File: src/rtl/systolic_operand_loader_if.sv
// Buffer write port for the systolic operand loader: valid/ready with A/B select.
interface systolic_operand_loader_if #(
    parameter int unsigned DATA_W = 16,
    parameter int unsigned ADDR_W = 5
);
    logic              wr_valid;
    logic              wr_ready;
    logic              wr_sel;
    logic [ADDR_W-1:0] wr_addr;
    logic [DATA_W-1:0] wr_data;

    modport master (
        output wr_valid,
        output wr_sel,
        output wr_addr,
        output wr_data,
        input  wr_ready
    );

    modport slave (
        input  wr_valid,
        input  wr_sel,
        input  wr_addr,
        input  wr_data,
        output wr_ready
    );
endinterface

File: src/rtl/systolic_operand_loader.sv
// Upstream feeder for the systolic array: buffers A/B vectors, then sequences one
// array pass (clear, enable until the array's sticky ready, done) with a watchdog.
module systolic_operand_loader #(
    parameter  int unsigned DATA_W  = 16,
    parameter  int unsigned MAX_N   = 32,
    parameter  int unsigned TMO_CYC = 72,
    localparam int unsigned N_W     = $clog2(MAX_N + 1),
    localparam int unsigned WD_W    = $clog2(TMO_CYC + 1)
) (
    input  logic                           clk,
    input  logic                           reset,
    input  logic [N_W-1:0]                 matrix_N,
    input  logic                           start,
    systolic_operand_loader_if.slave       wr,
    output logic [MAX_N-1:0][DATA_W-1:0]   arr_a,
    output logic [MAX_N-1:0][DATA_W-1:0]   arr_b,
    output logic                           arr_en,
    output logic                           arr_clr,
    input  logic                           arr_ready,
    output logic                           busy,
    output logic                           done,
    output logic                           err
);

    localparam logic [2:0] S_IDLE  = 3'd0;
    localparam logic [2:0] S_CLEAR = 3'd1;
    localparam logic [2:0] S_RUN   = 3'd2;
    localparam logic [2:0] S_DONE  = 3'd3;
    localparam logic [2:0] S_ERR   = 3'd4;

    logic [2:0]                  state, state_next;
    logic [WD_W-1:0]             wdog, wdog_next;
    logic [N_W-1:0]              n_lat, n_next;
    logic [MAX_N-1:0][DATA_W-1:0] buf_a, buf_b, a_next, b_next;
    logic [MAX_N-1:0][DATA_W-1:0] arr_a_next, arr_b_next;
    logic                        wr_ready_q;
    logic                        wr_fire;
    logic                        n_legal;
    logic                        start_bad;

    assign wr.wr_ready = wr_ready_q;

    // Next state, watchdog, latched size and buffer contents
    always_comb begin
        state_next = state;
        wdog_next  = wdog;
        n_next     = n_lat;
        a_next     = buf_a;
        b_next     = buf_b;
        wr_fire    = wr.wr_valid && (state == S_IDLE);
        n_legal    = (matrix_N != '0) && (matrix_N <= N_W'(MAX_N));
        start_bad  = (state == S_IDLE) && start && !n_legal;

        // A write on the start edge commits before the pass begins
        if (wr_fire) begin
            if (wr.wr_sel) begin
                b_next[wr.wr_addr] = wr.wr_data;
            end else begin
                a_next[wr.wr_addr] = wr.wr_data;
            end
        end

        case (state)
            S_IDLE: begin
                if (start && n_legal) begin
                    n_next     = matrix_N;
                    state_next = S_CLEAR;
                end
            end
            S_CLEAR: begin
                wdog_next  = '0;
                state_next = S_RUN;
            end
            S_RUN: begin
                wdog_next = wdog + WD_W'(1);
                if (arr_ready) begin
                    state_next = S_DONE;
                end else if (wdog == WD_W'(TMO_CYC - 1)) begin
                    state_next = S_ERR;
                end
            end
            S_DONE:  state_next = S_IDLE;
            S_ERR:   state_next = S_IDLE;
            default: state_next = S_IDLE;
        endcase
    end

    // Lanes at or beyond the latched size are presented as zero
    always_comb begin
        arr_a_next = '0;
        arr_b_next = '0;
        for (int unsigned i = 0; i < MAX_N; i++) begin
            if (N_W'(i) < n_next) begin
                arr_a_next[i] = a_next[i];
                arr_b_next[i] = b_next[i];
            end
        end
    end

    always_ff @(posedge clk) begin
        if (reset) begin
            state      <= S_IDLE;
            wdog       <= '0;
            n_lat      <= '0;
            buf_a      <= '0;
            buf_b      <= '0;
            arr_a      <= '0;
            arr_b      <= '0;
            arr_en     <= 1'b0;
            arr_clr    <= 1'b0;
            busy       <= 1'b0;
            done       <= 1'b0;
            err        <= 1'b0;
            wr_ready_q <= 1'b1;
        end else begin
            state      <= state_next;
            wdog       <= wdog_next;
            n_lat      <= n_next;
            buf_a      <= a_next;
            buf_b      <= b_next;
            arr_a      <= arr_a_next;
            arr_b      <= arr_b_next;
            arr_en     <= (state_next == S_RUN);
            arr_clr    <= (state_next == S_CLEAR);
            busy       <= (state_next != S_IDLE);
            done       <= (state_next == S_DONE);
            err        <= (state_next == S_ERR) || start_bad;
            wr_ready_q <= (state_next == S_IDLE);
        end
    end

endmodule
File: src/flat_wrapper.sv
// flat-port wrapper written by rule: the top's interface ports become plain ports
module systolic_operand_loader_flat 
#(
    parameter  int unsigned DATA_W  = 16,
    parameter  int unsigned MAX_N   = 32,
    parameter  int unsigned TMO_CYC = 72,
    localparam int unsigned N_W     = $clog2(MAX_N + 1),
    localparam int unsigned WD_W    = $clog2(TMO_CYC + 1)
)
  (clk, reset, matrix_N, start, arr_a, arr_b, arr_en, arr_clr, arr_ready, busy, done, err, wr_wr_valid, wr_wr_sel, wr_wr_addr, wr_wr_data, wr_wr_ready);
  systolic_operand_loader_if #(.DATA_W(DATA_W)) wr_i ();
  input  logic clk;
  input  logic reset;
  input  logic [N_W-1:0] matrix_N;
  input  logic start;
  output logic [MAX_N-1:0][DATA_W-1:0] arr_a;
  output logic [MAX_N-1:0][DATA_W-1:0] arr_b;
  output logic arr_en;
  output logic arr_clr;
  input  logic arr_ready;
  output logic busy;
  output logic done;
  output logic err;
  input wire logic [$bits(wr_i.wr_valid)-1:0] wr_wr_valid;
  input wire logic [$bits(wr_i.wr_sel)-1:0] wr_wr_sel;
  input wire logic [$bits(wr_i.wr_addr)-1:0] wr_wr_addr;
  input wire logic [$bits(wr_i.wr_data)-1:0] wr_wr_data;
  output wire logic [$bits(wr_i.wr_ready)-1:0] wr_wr_ready;
  assign wr_i.wr_valid = wr_wr_valid;
  assign wr_i.wr_sel = wr_wr_sel;
  assign wr_i.wr_addr = wr_wr_addr;
  assign wr_i.wr_data = wr_wr_data;
  assign wr_wr_ready = wr_i.wr_ready;
  systolic_operand_loader #(.DATA_W(DATA_W), .MAX_N(MAX_N), .TMO_CYC(TMO_CYC)) u_core (.clk(clk), .reset(reset), .matrix_N(matrix_N), .start(start), .wr(wr_i), .arr_a(arr_a), .arr_b(arr_b), .arr_en(arr_en), .arr_clr(arr_clr), .arr_ready(arr_ready), .busy(busy), .done(done), .err(err));
endmodule
File: config.mk
export PLATFORM = sky130hd
export DESIGN_NAME = systolic_operand_loader_flat
export DESIGN_NICKNAME = d
export VERILOG_FILES = /design/src/rtl/systolic_operand_loader_if.sv /design/src/rtl/systolic_operand_loader.sv /design/src/flat_wrapper.sv
export SDC_FILE = /design/constraint.sdc
export NUM_CORES = 2
export LEC_CHECK = 0
export CORE_AREA = 2 2 382 460
export DETAILED_ROUTE_END_ITERATION = 12
export DIE_AREA = 0 0 384 462
export GPL_TIMING_DRIVEN = 0
export PLACE_DENSITY_LB_ADDON = 0.1
export SYNTH_ARGS = -nofsm -noshare
export SYNTH_HDL_FRONTEND = slang
export SYNTH_SLANG_ARGS = --single-unit
File: constraint.sdc
create_clock -name clk -period 3.5 [get_ports clk]
set_clock_uncertainty 0.05 [all_clocks]
set_input_delay 0.35 -clock clk [delete_from_list [all_inputs] [get_ports clk]]
set_output_delay 0.35 -clock clk [all_outputs]
set_load 0.005 [all_outputs]
==> run metrics <==
status=finished, final reports clean; Synth Flop Type=dfxtp_1; largest area contributor in the netlist=dfxtp_1; Filler Cell Count=roughly 17000; Die Area=about 0.18 mm2; Final setup viols=0; NetSw=~11 mW; synth top area cells=dfxtp_1, mux2i_1, nor2_1, nand2_1, a21oi_1; Total Routing Usage GR=0.292; H-tree depth=4; max_slew headroom=0.0325; CTS tree=yes; Max Freq=0.291 GHz; CP max FO=10; Clock Path Buffers=3; hold crit path type=input pin to flip-flop; Reg clk slew, reported paths=around 60 ps; Starting Density=0.368; Lkg Pwr=between 30 and 40 nW; Syn Inst Count=roughly 6100; Max Cap Violations=0; number of global-route vias before repair=between 40000 and 50000; hold wc startpoint=wr_wr_data[8]; Reg area=0.0414 mm2; Wirelength per Cell=27.2 um; R2R Setup Slk=60 ps; post-route ant nets=0; WHS Endpoint=u_core.buf_b[216]; reg2reg path depth=9; Congestion Overflow GR=0; busiest grt layer=met2; Layout Cells excl Fill=~9800; core area=between 0.15 and 0.2 mm2; Routed Wire Length=268000 um; Cell Area, Synth=approximately 0.064 mm2; Die Y=approximately 460 um; VDD IR max=just under 400 uV; first-pass GRT wire length=around 360000 um; Clk Tree Root Cell=clkbuf_16; nets=approximately 7400; Synth Warn #=0; syn_nets=between 6000 and 7000; largest net degree at the start of global routing=17; post-synth top area share=0.650; Buf+Inv Stages, Crit Path=3; syn_area_per_cell=10.4 um2; Ports=about 1100; estimated wirelength of the detail-placed design=about 200000 um; Seq/Total Area, Yosys=0.650; WP data required=approximately 4100 ps; Power Internal=36.7 mW; RR Endpoint=u_core.arr_a[234]; Power Dens Cells=~570 mW/mm2; worst r2r src=u_core.state[0]; final core utilization=0.487; Crit Path Class=flip-flop to flip-flop; routing usage on met2=0.484; Seq cells post-synth=2070; footprint of the multi-input gates=approximately 0.021 mm2; routability cong.=slightly below 0.9; Final min period=roughly 3400 ps; critical path cell sequence=buf_2, or4b_1, clkbuf_1, a21oi_4, nand3_2, o2bb2a_1, a21oi_2, buf_4, nor3_2; worst-skew pair later-pin latency=roughly 850 ps; Max Slew Vio Count=0; Synth cell types=slightly below 70; slowest stage cell, crit path=or4b_1; Switching Fraction=0.232; critical path endpoint category=flip-flop; via count=47900; site row count=around 170; Fin. Hold Viols=0; initial antenna violation count=19; vias per cell=4.87; dpl cells=between 9000 and 10000; layout cell share with drive strength beyond 1=0.0793; Final WS setup=a little under 60 ps; RSZ-0062 raised after global routing=true; number of buffers added on ports=1040; clock network power share=0.463; DRC viols=0; CP Launch Type=flip-flop; hold-critical path depth=3; final total power=between 40 and 50 mW; DR pass1 iterations=7; met3 Track Usage GR=0.0832; Die Wd=384 um; actual slew at the worst max-slew pin=1450 ps; sequential share of power=0.495; met1 GRT Util=0.375; critical path arrival=4070 ps; DP Worst Slack=-1110 ps; family with the most delay on the worst path=simple AND/OR/NAND/NOR gates; fraction of registers with async set/reset=0; # clock sinks=about 2100; EDFF count, synth=0; Setup TNS=0 ps; initial DRC count=3433; number of CTS-inserted buffers=between 150 and 200; Logic pwr share=0.043; CP max stage delay=roughly 550 ps; area delta synth->final=32.4%; fin crit share=0.983
## what timing repair did
item | in CTS | in global routing
setup buffers | 2 | 9
hold endpoints to repair | 8 | 0
setup endpoints to repair | 766 | 456
hold buffers | 2 | 0
resized for setup | 47 | 36
pin swaps | 1 | 7
## kinds of logic after synthesis
family | share of synthesized area
simple gates | 0.164
mux | 0.126
compound gates | 0.0297
flops | 0.650
buf+inv | 0.0311
fa+ha+maj | 0.000196
## cells in the final DEF, fill, tap and decap left out, types with 8 or more instances in the layout
master and n:
nand2_1 500, clkinv_2 31, nand3_1 8, nor3_1 226, clkbuf_8 46, nor2b_1 126
inv_1 8, diode_2 10, buf_2 112, a21oi_1 276, buf_1 45, bufinv_16 14
clkbuf_1 304, inv_6 9, nand2_2 12, nor2_2 19, nor2_4 16, and2_1 98
clkdlybuf4s50_1 1040, nor2_1 1359, clkbuf_2 13, dfxtp_1 2070, nor3_2 8, buf_4 32
clkbuf_16 203, mux2i_1 800
## metal layers
layer  part of all wire  vias to the layer above
li1                   -                    22300
met1               0.43                    23600
met2               0.47                     1742
met3              0.084                      295
met4              0.023                        4
met5           0.000086                        -
## synthesized netlist by cell type (5+ instances only)
cell,instances
a21oi_1,280
nor3_1,231
buf_2,113
o21ai_2,5
inv_1,8
nor2_1,1381
and2_1,98
o21ai_1,7
dfxtp_1,2070
nor3b_1,5
clkbuf_1,273
o2111ai_1,6
nand3_1,11
nand2_2,8
nor2b_1,129
nor3_2,8
buf_1,46
nor2_4,10
a21oi_2,6
nand2_1,504
buf_4,23
mux2i_1,800
## per-stage QoR
| stage | hold WS, ps | area, um2 |
|---|---|---|
| after floorplan | 384 | 63800 |
| after global placement | 390 | 77100 |
| after detailed placement | 396 | 77200 |
| after CTS | 118 | 84100 |
| after global routing | 143 | 84400 |
| final | 186 | 84400 |
## power by group through the flow
stage / Clock (mW) / Sequential, mW / Combinational (mW)
floorplan: 0 / 24.2 / 0.927
global placement: 0 / 24.2 / 1.94
detailed placement: 0 / 24.2 / 1.97
CTS: 22.4 / 23.6 / 2.01
global route: 23.4 / 23.6 / 2.13
finish: 22.1 / 23.6 / 2.04
## worst min-delay path, stage by stage
cell and delay, ps:
clkbuf_2 430, nand2_1 180, a21oi_1 70
## final cells by class
type,instances,area share
multi-input cells,3576,0.245
repair buffers,1059,0.126
well taps,2295,0.0340
plain buffers,456,0.0234
diodes,10,0.000296
inverters,9,0.000400
clock inverters,66,0.00984
clock buffers,294,0.0697
flip-flops and latches,2070,0.491
## registers in the layout, summed over array words and instances (netlist names)
name / flops
u_core.state: 3
u_core.done: 1
u_core.buf_a: 512
u_core.arr_a: 512
u_core.arr_en: 1
u_core.n_lat: 6
u_core.err: 1
u_core.arr_clr: 1
u_core.arr_b: 512
u_core.wdog: 7
u_core.buf_b: 512
u_core.busy: 1
u_core.wr.wr_ready: 1
## how the worst max path moves through the flow
stage                         start                 to  depth (start not counted)
floorplan               matrix_N[2]  u_core.arr_b[224]                          9
global placement      wr_wr_addr[3]  u_core.arr_a[136]                          7
detailed placement            reset  u_core.buf_a[319]                          5
CTS                 u_core.state[0]  u_core.arr_a[108]                         10
global route        u_core.state[0]  u_core.arr_b[365]                          8
finish              u_core.state[0]  u_core.arr_a[234]                          9
(Power assumes the default switching activity.)
